<file path="src/rtl/ahb_master_cmd.sv">
// ahb_master_cmd: AHB bus-master front end.
//
// Takes one command at a time (SINGLE or INCR4, read or write) from a local
// client over valid/ready. It then runs the request/grant handshake and drives
// the pipelined AHB address and data phases. Read data and completion status
// are returned to the client.
//
// Ports
//   H_clk, H_resetn            bus clock, async active-low reset
//   cmd_valid_i / cmd_ready_o  command handshake
//   cmd_write_i, cmd_lock_i    direction, locked transfer
//   cmd_burst_i                3'b011 = INCR4, anything else = SINGLE
//   cmd_addr_i, cmd_wdata_i    start address, write beats (beat n = [32n+31:32n])
//   hgrant_i, hready_i         arbiter grant, transfer ready
//   hresp_i, hrdata_i          slave response, read data
//   req_o, lock_o, write_o     bus request, lock, direction
//   addr_o, wdata_o, burst_o   address phase, data phase, burst type
//   trans_o                    00 IDLE, 10 NONSEQ, 11 SEQ
//   rdata_o, rvalid_o          captured read data, one pulse per read beat
//   done_o, err_o              completion pulse, sticky error flag
//
// Build option
//   AHB_MASTER_ERR_ABORT_EN    when defined, an ERROR response cancels the
//                              remaining beats of the burst.
//
// State table
//   S_IDLE      | ready for a command
//   S_REQ       | req_o high, waiting for grant with hready
//   S_ADDR      | address phase of current beat (data phase of previous beat)
//   S_LAST_DATA | no address pending, waiting for the final data phase
module ahb_master_cmd #(
  parameter int DATA_W    = 32,
  parameter int BEATS     = 4,
  parameter int ADDR_STEP = 4
) (
  input  logic                    H_clk,
  input  logic                    H_resetn,
  input  logic                    cmd_valid_i,
  output logic                    cmd_ready_o,
  input  logic                    cmd_write_i,
  input  logic                    cmd_lock_i,
  input  logic [2:0]              cmd_burst_i,
  input  logic [31:0]             cmd_addr_i,
  input  logic [BEATS*DATA_W-1:0] cmd_wdata_i,
  input  logic                    hgrant_i,
  input  logic                    hready_i,
  input  logic [1:0]              hresp_i,
  input  logic [DATA_W-1:0]       hrdata_i,
  output logic                    req_o,
  output logic                    lock_o,
  output logic                    write_o,
  output logic [31:0]             addr_o,
  output logic [DATA_W-1:0]       wdata_o,
  output logic [2:0]              burst_o,
  output logic [1:0]              trans_o,
  output logic [DATA_W-1:0]       rdata_o,
  output logic                    rvalid_o,
  output logic                    done_o,
  output logic                    err_o
);

  localparam int CNT_W = (BEATS > 1) ? $clog2(BEATS) : 1;

  localparam logic [1:0] TR_IDLE      = 2'b00;
  localparam logic [1:0] TR_NONSEQ    = 2'b10;
  localparam logic [1:0] TR_SEQ       = 2'b11;
  localparam logic [2:0] BURST_SINGLE = 3'b000;
  localparam logic [2:0] BURST_INCR4  = 3'b011;
  localparam logic [1:0] RESP_ERROR   = 2'b01;

  typedef enum logic [1:0] {S_IDLE, S_REQ, S_ADDR, S_LAST_DATA} state_t;

  state_t                  state_q, state_d;
  logic                    cmd_write_q, cmd_write_d;
  logic                    cmd_incr_q, cmd_incr_d;
  logic [31:0]             base_q, base_d;
  logic [BEATS*DATA_W-1:0] wbuf_q, wbuf_d;
  logic [CNT_W-1:0]        cnt_q, cnt_d;

  logic              cmd_ready_d, req_d, lock_d, write_d, rvalid_d, done_d, err_d;
  logic [31:0]       addr_d;
  logic [DATA_W-1:0] wdata_d, rdata_d;
  logic [2:0]        burst_d;
  logic [1:0]        trans_d;
  logic              data_phase, data_done;

  always_ff @(posedge H_clk or negedge H_resetn) begin
    if (!H_resetn) begin
      state_q     <= S_IDLE;
      cmd_write_q <= 1'b0;
      cmd_incr_q  <= 1'b0;
      base_q      <= '0;
      wbuf_q      <= '0;
      cnt_q       <= '0;
      cmd_ready_o <= 1'b0;
      req_o       <= 1'b0;
      lock_o      <= 1'b0;
      write_o     <= 1'b0;
      addr_o      <= '0;
      wdata_o     <= '0;
      burst_o     <= '0;
      trans_o     <= TR_IDLE;
      rdata_o     <= '0;
      rvalid_o    <= 1'b0;
      done_o      <= 1'b0;
      err_o       <= 1'b0;
    end else begin
      state_q     <= state_d;
      cmd_write_q <= cmd_write_d;
      cmd_incr_q  <= cmd_incr_d;
      base_q      <= base_d;
      wbuf_q      <= wbuf_d;
      cnt_q       <= cnt_d;
      cmd_ready_o <= cmd_ready_d;
      req_o       <= req_d;
      lock_o      <= lock_d;
      write_o     <= write_d;
      addr_o      <= addr_d;
      wdata_o     <= wdata_d;
      burst_o     <= burst_d;
      trans_o     <= trans_d;
      rdata_o     <= rdata_d;
      rvalid_o    <= rvalid_d;
      done_o      <= done_d;
      err_o       <= err_d;
    end
  end

  always_comb begin
    state_d     = state_q;
    cmd_write_d = cmd_write_q;
    cmd_incr_d  = cmd_incr_q;
    base_d      = base_q;
    wbuf_d      = wbuf_q;
    cnt_d       = cnt_q;
    req_d       = req_o;
    lock_d      = lock_o;
    write_d     = write_o;
    addr_d      = addr_o;
    wdata_d     = wdata_o;
    burst_d     = burst_o;
    trans_d     = trans_o;
    rdata_d     = rdata_o;
    rvalid_d    = 1'b0;
    done_d      = 1'b0;
    err_d       = err_o;
    data_phase  = 1'b0;
    data_done   = 1'b0;

    case (state_q)
      S_IDLE: begin
        if (cmd_valid_i && cmd_ready_o) begin
          cmd_write_d = cmd_write_i;
          cmd_incr_d  = (cmd_burst_i == BURST_INCR4);
          base_d      = cmd_addr_i;
          wbuf_d      = cmd_wdata_i;
          err_d       = 1'b0;
          req_d       = 1'b1;
          lock_d      = cmd_lock_i;
          state_d     = S_REQ;
        end
      end
      S_REQ: begin
        if (hgrant_i && hready_i) begin
          trans_d = TR_NONSEQ;
          addr_d  = base_q;
          write_d = cmd_write_q;
          burst_d = cmd_incr_q ? BURST_INCR4 : BURST_SINGLE;
          cnt_d   = cmd_incr_q ? CNT_W'(BEATS - 1) : '0;
          state_d = S_ADDR;
        end
      end
      S_ADDR: begin
        // Only the first beat is NONSEQ; from then on an earlier beat is in
        // its data phase while the current address waits.
        data_phase = (trans_o == TR_SEQ);
        if (hready_i) begin
          data_done = data_phase;
          if (cmd_write_q) wdata_d = wbuf_q[DATA_W-1:0];
          wbuf_d = wbuf_q >> DATA_W;
          if (cnt_q != '0) begin
            addr_d  = addr_o + 32'(ADDR_STEP);
            trans_d = TR_SEQ;
            cnt_d   = cnt_q - 1'b1;
          end else begin
            trans_d = TR_IDLE;
            req_d   = 1'b0;
            state_d = S_LAST_DATA;
          end
        end
`ifdef AHB_MASTER_ERR_ABORT_EN
        else if (data_phase && hresp_i == RESP_ERROR) begin
          // First ERROR cycle: drop the pending address and finish the
          // erroring data phase only.
          trans_d = TR_IDLE;
          req_d   = 1'b0;
          state_d = S_LAST_DATA;
        end
`endif
      end
      S_LAST_DATA: begin
        data_phase = 1'b1;
        if (hready_i) begin
          data_done = 1'b1;
          done_d    = 1'b1;
          lock_d    = 1'b0;
          state_d   = S_IDLE;
        end
      end
      default: state_d = S_IDLE;
    endcase

    if (data_phase && hresp_i == RESP_ERROR) err_d = 1'b1;
    if (data_done && !cmd_write_q) begin
      rdata_d  = hrdata_i;
      rvalid_d = 1'b1;
    end
    cmd_ready_d = (state_d == S_IDLE);
  end

endmodule

</file>
<file path="config.mk">
export PLATFORM = sky130hd
export DESIGN_NAME = ahb_master_cmd
export DESIGN_NICKNAME = d
export VERILOG_FILES = /design/src/rtl/ahb_master_cmd.sv
export SDC_FILE = /design/constraint.sdc
export NUM_CORES = 1
export LEC_CHECK = 0
export CORE_UTILIZATION = 49
export CTS_CLUSTER_DIAMETER = 60
export DETAILED_ROUTE_END_ITERATION = 7
export HOLD_SLACK_MARGIN = 0.1
export PLACE_DENSITY = 0.92
export SLEW_MARGIN = 0
export SYNTH_ARGS = -nofsm -noshare
export SYNTH_HDL_FRONTEND = slang
export SYNTH_SLANG_ARGS = --single-unit
</file>
<file path="constraint.sdc">
create_clock -name H_clk -period 2.1 [get_ports H_clk]
set_input_delay 0.21 -clock H_clk [delete_from_list [all_inputs] [get_ports H_clk]]
set_output_delay 0.21 -clock H_clk [all_outputs]
set_load 0.05 [all_outputs]
</file>
Word-level counts from Yosys, hierarchy flattened
Index checks and enable logic that the tools add are counted.

$add $sub $neg: 2. Multiply operators: 0. Divide/modulo/power cells: 0. $lt $le $gt $ge: 0. Equal/unequal tests: 12. Shift-type cells: 0. Multiplexer cells: 39. Bitwise gates (word level): 0. Reductions and logical operators: 22.

Operators by type and width (number): $mux W128 (2); $pmux W128 S2 (1); $mux W32 (3); $pmux W32 S2 (1); $add A32 B3 Y32 const B (1); $mux W2 (13); $mux W1 (12); $ne A2 B2 Y1 const B (6); $reduce_and A3 Y1 (4); $reduce_bool A2 Y1 (6); $pmux W1 S2 (4); $pmux W2 S2 (2); $pmux W2 S4 (1); $reduce_and A4 Y1 (2); $eq A2 B2 Y1 const B (3); $reduce_and A2 Y1 (3); $eq A2 B1 Y1 const B (2); $logic_and A1 B1 Y1 (4); $logic_not A2 Y1 (2); $eq A3 B2 Y1 const B (1); $sub A2 B1 Y2 const B (1); $logic_not A1 Y1 (1).

Register bits after elaboration: 274. Bits in latches: 0. RAM bits: 0. Bits in read-only memories: 0. Output and inout bits: 108. Logic and storage cells: 93. Memories: 0.

Longest topological paths before layout
Depth after elaboration: 5. Mapped depth: 9. Gate-level depth less buffers: 7.

Least setup slack after synthesis
No wires, ideal clock.

Kind: register to register. Start point: register addr_o[2]. End point: register addr_o[28]. Library setup time: 0.126 ns. Arrival: 2.014 ns. Required time: 1.974 ns. Setup slack: -0.040 ns. Stages on the path, launching flop included: 7. Buffers on the path: 0. Clock period less this slack: 2.140 ns. Cells stage by stage: dfrtp_1 ha_1 nand3_1 nor2_2 nand3_2 o32a_1 o32a_1.

Word-level cells in the longest chain between the ends: 4.

Ends and longest elaborated chain: from (decl) (RTL line 52) `output logic [31:0] addr_o,`; from (signal assigned) (RTL line 118) `addr_o <= addr_d;`; $add A32 B3 Y32 (RTL line 182) `addr_d = addr_o + 32'(ADDR_STEP);`; $mux W32 (RTL line 181) `if (cnt_q != '0) begin`; $mux W32 (RTL line 177) `if (hready_i) begin`; $pmux W32 S2 (RTL line 150) `case (state_q)`.

No other way between the ends. The select of a mux whose other input is x is not followed. A chain may end at the register's enable or synchronous reset.

Worst setup path after layout
Start point: register addr_o[27]. End point: output addr_o[27].

No word-level cell between the ends.

==> results.sh <==
export IMPL_post_synth_num_cell_types=60
export IMPL_ant_nets=0
export IMPL_num_nets_final=1514
export IMPL_slew_headroom_pct=58.0
export IMPL_ys_seq_area_share_pct=57.5
export IMPL_maxCapViolCount=0
export IMPL_peakVddDrop_v=0.00117
export IMPL_ys_flop_type="dfrtp_1"
export IMPL_period_share_pct=98.0
export IMPL_postCtsSetupBuffers=0
export IMPL_hold_violations=0
export IMPL_ctsLongestPathBuffers=3
export IMPL_grt_overflow_total=0
export IMPL_fmax_mhz=486
export IMPL_avgSynthCellArea_sq_um=11.8
export IMPL_io_buffers=310
export IMPL_cp_top_family="buffers and inverters"
export IMPL_grt_pass1_wl_microns=50000
export IMPL_clock_latency_ns=0.54
export IMPL_rsz0062_at_grt="false"
export IMPL_cp_start_kind="flop"
export IMPL_synthArstFlopShare_pct=100
export IMPL_ios=312
export IMPL_drc=0
export IMPL_min_period_ns=2.06
export IMPL_grt_use_total_pct=25.9
export IMPL_vias_per_cell=5.54
export IMPL_cts_tree="yes"
export IMPL_final_cells=1656
export IMPL_die_area_sq_mm=0.0248
export IMPL_post_drt_wl_per_cell_microns=19.5
export IMPL_fillers=1596
export IMPL_via_count=9179
export IMPL_dpl_hpwl_microns=23000
export IMPL_cp_depth=1
export IMPL_worstPathRequired_ns=1.89
export IMPL_antenna_found_initial=7
export IMPL_holdWs_ns=0.249
export IMPL_initial_core_util_pct=50.2
export IMPL_yosys_warnings=0
export IMPL_syn_nets=1207
export IMPL_outcome="complete, no violations"
export IMPL_cp_max_fo=6
export IMPL_synth_edf_count=0
export IMPL_cp_end_kind="primary output"
export IMPL_first_iter_violations=581
export IMPL_path_cells="clkdlybuf4s50_1"
export IMPL_wirelength_microns=32200
export IMPL_cpMaxStageDelayCell="clkdlybuf4s50_1"
export IMPL_clock_skew_ns=0.0134
export IMPL_max_stage_delay_ns=0.86
export IMPL_p_per_area_mw_per_mm2=1680
export IMPL_rows=56
export IMPL_met2_wirelength_microns=15400
export IMPL_slew_violations=0
export IMPL_ff_latch_area_sq_mm=0.00681
export IMPL_p_leak_uw=0.00720
export IMPL_die_width_microns=157
export IMPL_first_global_vias=9405
export IMPL_gp_congestion=0.880
export IMPL_syn_inst=1001
export IMPL_tns_ns=0
export IMPL_cts_sinks=272
export IMPL_cts_clk_slew_worst_paths_ns=0.06
export IMPL_dpl_cell_count=1595
export IMPL_critical_path_arrival_ns=1.85
export IMPL_finalSetupViolations=0
export IMPL_tightest_slew_ns=0.629
export IMPL_path_buf_inv=1
export IMPL_critPathKind="flop to primary output"
export IMPL_synth_seq_cells=272
export IMPL_hold_class="input pin to asynchronous set/reset pin"
export IMPL_drive_above_1_share_pct=14.1
export IMPL_rr_worst_depth=5
export IMPL_wl_met3_microns=2030
export IMPL_ctsHtreeMaxLevel=1
export IMPL_multi_input_area_sq_mm=0.00461
export IMPL_area_delta_synth_final_pct=38.9
export IMPL_netlist_area_sq_mm=0.0118
export IMPL_drt_first_pass_iters=6
export IMPL_coreArea_sq_mm=0.0236
export IMPL_cts_made_buffers=29
export IMPL_grt_max_degree=77
export IMPL_chipHeight_microns=157
export IMPL_top_layer="met4"
export IMPL_wl_met1_microns=13100
export IMPL_cts_root_buf="clkbuf_16"
## final timing paths
kind | from | to | slack [ns]
hold / removal | H_resetn | addr_o[9]$_DFFE_PN0P_ | 0.25
setup / recovery | addr_o[27]$_DFFE_PN0P_ | addr_o[27] | 0.04
min in group H_clk | cmd_wdata_i[126] | wbuf_q[126]$_DFFE_PN0P_ | 0.27
setup reg to reg | state_q[1]$_DFF_PN0_ | wbuf_q[9]$_DFFE_PN0P_ | 0.12
max in group asynchronous | H_resetn | wbuf_q[8]$_DFFE_PN0P_ | 1.15
hold reg to reg | base_q[1]$_DFFE_PN0P_ | addr_o[1]$_DFFE_PN0P_ | 0.48
## power by group
part           leakage (uW)  switching (uW)  internal (uW)
sequential          0.00338            1740           7670
clock              0.000461            2070           2970
combinational       0.00336            7900           5250
total               0.00720           11700          15900
## layout make-up
cell class	instances	share of cell area [%]
clock buffers	40	4.97
diodes	7	0.106
inverters	8	0.182
flip-flops and latches	272	41.4
well taps	319	2.43
clock inverters	13	0.814
multi-input cells	649	28.0
repair buffers	348	22.1
## through the flow
step / power [uW] / worst slack, ns / area [sq um] / util, %
global placement: 21900 / 0.258 / 15500 / 65.5
detailed placement: 22500 / 0.181 / 15500 / 65.5
CTS: 27700 / 0.00412 / 16400 / 69.5
floorplan: 18000 / 0.0875 / 11800 / -
global route: 29000 / 0.000469 / 16500 / 69.7
finish: 27600 / 0.0420 / 16500 / 69.7
## placed cells by master, fill, tap and decap left out, types with 12 or more instances in the layout
cell / count
clkdlybuf4s50_1: 298
dfrtp_1: 270
nand2_1: 143
mux2i_1: 97
mux2_2: 80
o21ai_1: 60
o21ai_0: 48
a21oi_1: 35
a22o_1: 33
clkbuf_16: 29
nor2_1: 20
buf_4: 19
mux2_1: 18
buf_12: 18
o22ai_1: 12
## state kept, by name, summed over array words and instances, names as in the netlist, 2 cells and up
name / count
wbuf_q: 128
state_q: 2
base_q: 32
rdata_o: 32
cnt_q: 2
wdata_o: 32
trans_o: 2
addr_o: 32
## timing repair
| action | in CTS | in global routing |
|---|---|---|
| endpoints found under the hold margin | 71 | 0 |
| gates resized for setup | 3 | 8 |
| endpoints found under the setup margin | 3 | 8 |
| hold buffers | 1 | 0 |
## kinds of logic after synthesis
kind of cell	count (synthesis)	synth area share [%]
buf+inv	80	3.74
compound gates	228	12.0
mux	195	17.5
flops	272	57.5
simple gates	223	9.00
fa+ha+maj	2	0.211
other cells	1	0.0317
## cell usage after synthesis (all sizes together) (12+ instances only)
library cell | n | area [sq um]
a21oi | 37 | 200
a22o | 33 | 289
buf | 55 | 349
clkbuf | 17 | 63.8
dfrtp | 272 | 6810
mux2 | 98 | 1100
mux2i | 97 | 971
nand2 | 143 | 537
nand3 | 16 | 108
nand4 | 13 | 103
nor2 | 21 | 81.3
o21ai | 109 | 546
o22ai | 12 | 75.1
## worst register-to-register path, delay by kind of cell (launching register included)
kind,cells,cell delay (ns)
flip-flops,1,0.54
multiplexers,1,0.29
buffers and inverters,2,0.53
AND/OR/NAND/NOR,1,0.36
AO/OA/AOI/OAI,1,0.12
## layer usage
metal,GRT usage [%],vias to the layer above
met4,14.4,0
met1,33.6,4424
met5,0,-
li1,-,4208
met3,3.94,119
met2,41.8,428
Power figures use the tool's default switching activity.
==> RTL edit: new RTL, same flow settings <==
The 4 states of `state_t` get a one-hot encoding in 4 bits.
--- a/src/rtl/ahb_master_cmd.sv
+++ b/src/rtl/ahb_master_cmd.sv
@@ -68,7 +68,7 @@
   localparam logic [2:0] BURST_INCR4  = 3'b011;
   localparam logic [1:0] RESP_ERROR   = 2'b01;
 
-  typedef enum logic [1:0] {S_IDLE, S_REQ, S_ADDR, S_LAST_DATA} state_t;
+  typedef enum logic [3:0] {S_IDLE = 4'b0001, S_REQ = 4'b0010, S_ADDR = 4'b0100, S_LAST_DATA = 4'b1000} state_t;
 
   state_t                  state_q, state_d;
   logic                    cmd_write_q, cmd_write_d;
Function: no difference found for any inputs over 4 cycles, from zero or initial values and one cycle with H_resetn low; so few cycles prove little.
==> RTL edit against the unedited design <==
- combinational power shrank 43%
- sequential power shrank 5.5%
- critical path type is now flip-flop to flip-flop
- wire length grew 7.3%
- global-route usage grew 2.2 points
- cell count grew 2.1%
- area after synthesis shrank 0.44%
- core utilization grew 1.2 points
- largest cell class unchanged
- non-clock buffer count grew 18
- power shrank 23%
- synthesized cell count grew 1.5%
- design area grew 1.4%
- worst setup slack lost 28 ps
- sequential cell count grew 2
- critical endpoint is now addr_o[28]
==> RTL edit: results (changes against the unedited design) <==
Filler cells: 1589 (-0.44%)
Initial DRT Pass Iterations: 5 (-1)
slowest stage delay, CP: 590 ps (-270 ps)
flop2flop setup slack: 10 ps (-110 ps)
slew margin rel.: 56.60% (-1.4 points)
initial antenna violation count: 5 (-2)
dpl ws: -25.26 ps (-206.5 ps)
maximum VDD drop: 1196 uV (+2.2%)
PwrDens: 1277 mW/mm^2 (-24%)
Seq pwr share: 41.7% (+7.6 points)
clock skew: 25.12 ps (+11.71 ps)
layout cells sized above 1: 16.11% (+2.0 points)
top cells by area, synth: dfrtp_1 58%, mux2_2 9.4%, mux2i_1 8.2%
DPL Wire Length: 24.22 mm (+5.3%)
Synth Net Count: 1222 (+1.2%)
Int Pwr: 13.33 mW (-16%)
status: complete, no violations
WL/cell: 20.48 um (+5.2%)
Unique masters post-synth: 56 (-6.7%)
Via-to-Cell Ratio: 5.684 (+2.5%)
commonest cells in the netlist: 273 x dfrtp_1, 150 x nand2_1, 102 x o21ai_0, 98 x mux2_2, 97 x mux2i_1
Placer Congestion: 0.8924 (+1.5%)
final worst path period need: 2086 ps (+27.92 ps)
crit path launch: state_q[1]
CP Max Fanout: 10 (+4)
Fin Hold WS: 192.1 ps (-57.01 ps)
slowest cell on the critical path: or4b_4
total track usage: 28.18% (+2.2 points)
leakage power: 7.160 nW (-0.53%)
largest net degree at the start of global routing: 63 (-18%)
Seq/Total Area, Yosys: 58.16% (+0.69 points)
crit path DAT: 2570 ps (+720 ps)
Critical Path End Type: flip-flop
Final nets: 1550 (+2.4%)
number of global-route vias before repair: 9946 (+5.8%)
clock-pin slew on the worst setup and hold paths: 60 ps (about the same)
RR Endpoint: addr_o[28]
first-pass GRT wire length: 53.94 mm (+7.9%)
DR iter-0 viols: 766 (+32%)
RTL edit: cell types whose count changed in the layout (fill, tap and decap cells not counted), sizes merged, moves of 3 or more:
cell      unedited run  this run
o21ai              109       112
clkinvlp             3         0
nor2                21        25
nand4               13        10
clkinv               7         4
o32a                 3         0
clkbuf              40        47
a21oi               37        30
nand2              143       150
buf                 38        55
nand2b               0         3
RTL edit: logic make-up (layout without fill, tap and decap cells):
group           Yosys count  after routing  synth area share (%)
other cells               1              6               0.03180
compound gates          222            222                 11.70
flops                   274            274                 58.16
simple gates            247            247                 9.529
mux                     195            195                 17.59
fa+ha+maj                 2              2                0.2122
buf+inv                  75            425                 2.769
RTL edit: through the flow:
stage	power (mW)	cell area, um^2	TNS [ps]	instances
final	21.31	16690	0	1690
after CTS	21.32	16580	0	1683
after global placement	15.75	15650	0	1629
after floorplan	13.25	11800	-72.98	1016
after global routing	22.39	16690	-34.89	1689
after detailed placement	16.27	15650	-378.1	1629
RTL edit: layout make-up:
class | count | area [um^2] | area share (%)
well taps | 319 | 399.1 | 2.391
repair buffers | 366 | 3782 | 22.66
multi-input cells | 667 | 4690 | 28.09
diodes | 5 | 12.51 | 0.07496
inverters | 6 | 22.52 | 0.1349
clock buffers | 46 | 849.6 | 5.090
clock inverters | 7 | 73.82 | 0.4422
flip-flops and latches | 274 | 6863 | 41.11
RTL edit: routing by layer:
| layer | share of wire (%) | GRT usage (%) |
|---|---|---|
| met1 | 38 | 34.75 |
| met2 | 49 | 47.94 |
| met5 | 0.038 | 0 |
| met3 | 7.0 | 5.121 |
| met4 | 5.3 | 13.45 |
RTL edit: timing repair:
item                       CTS  global route
cloned                       0             1
hold endpoints to repair   238             0
gates resized for setup      5            17
setup endpoints to repair   35            52
pin swaps                    0             1
setup buffers                0             1
hold buffers                 1             0
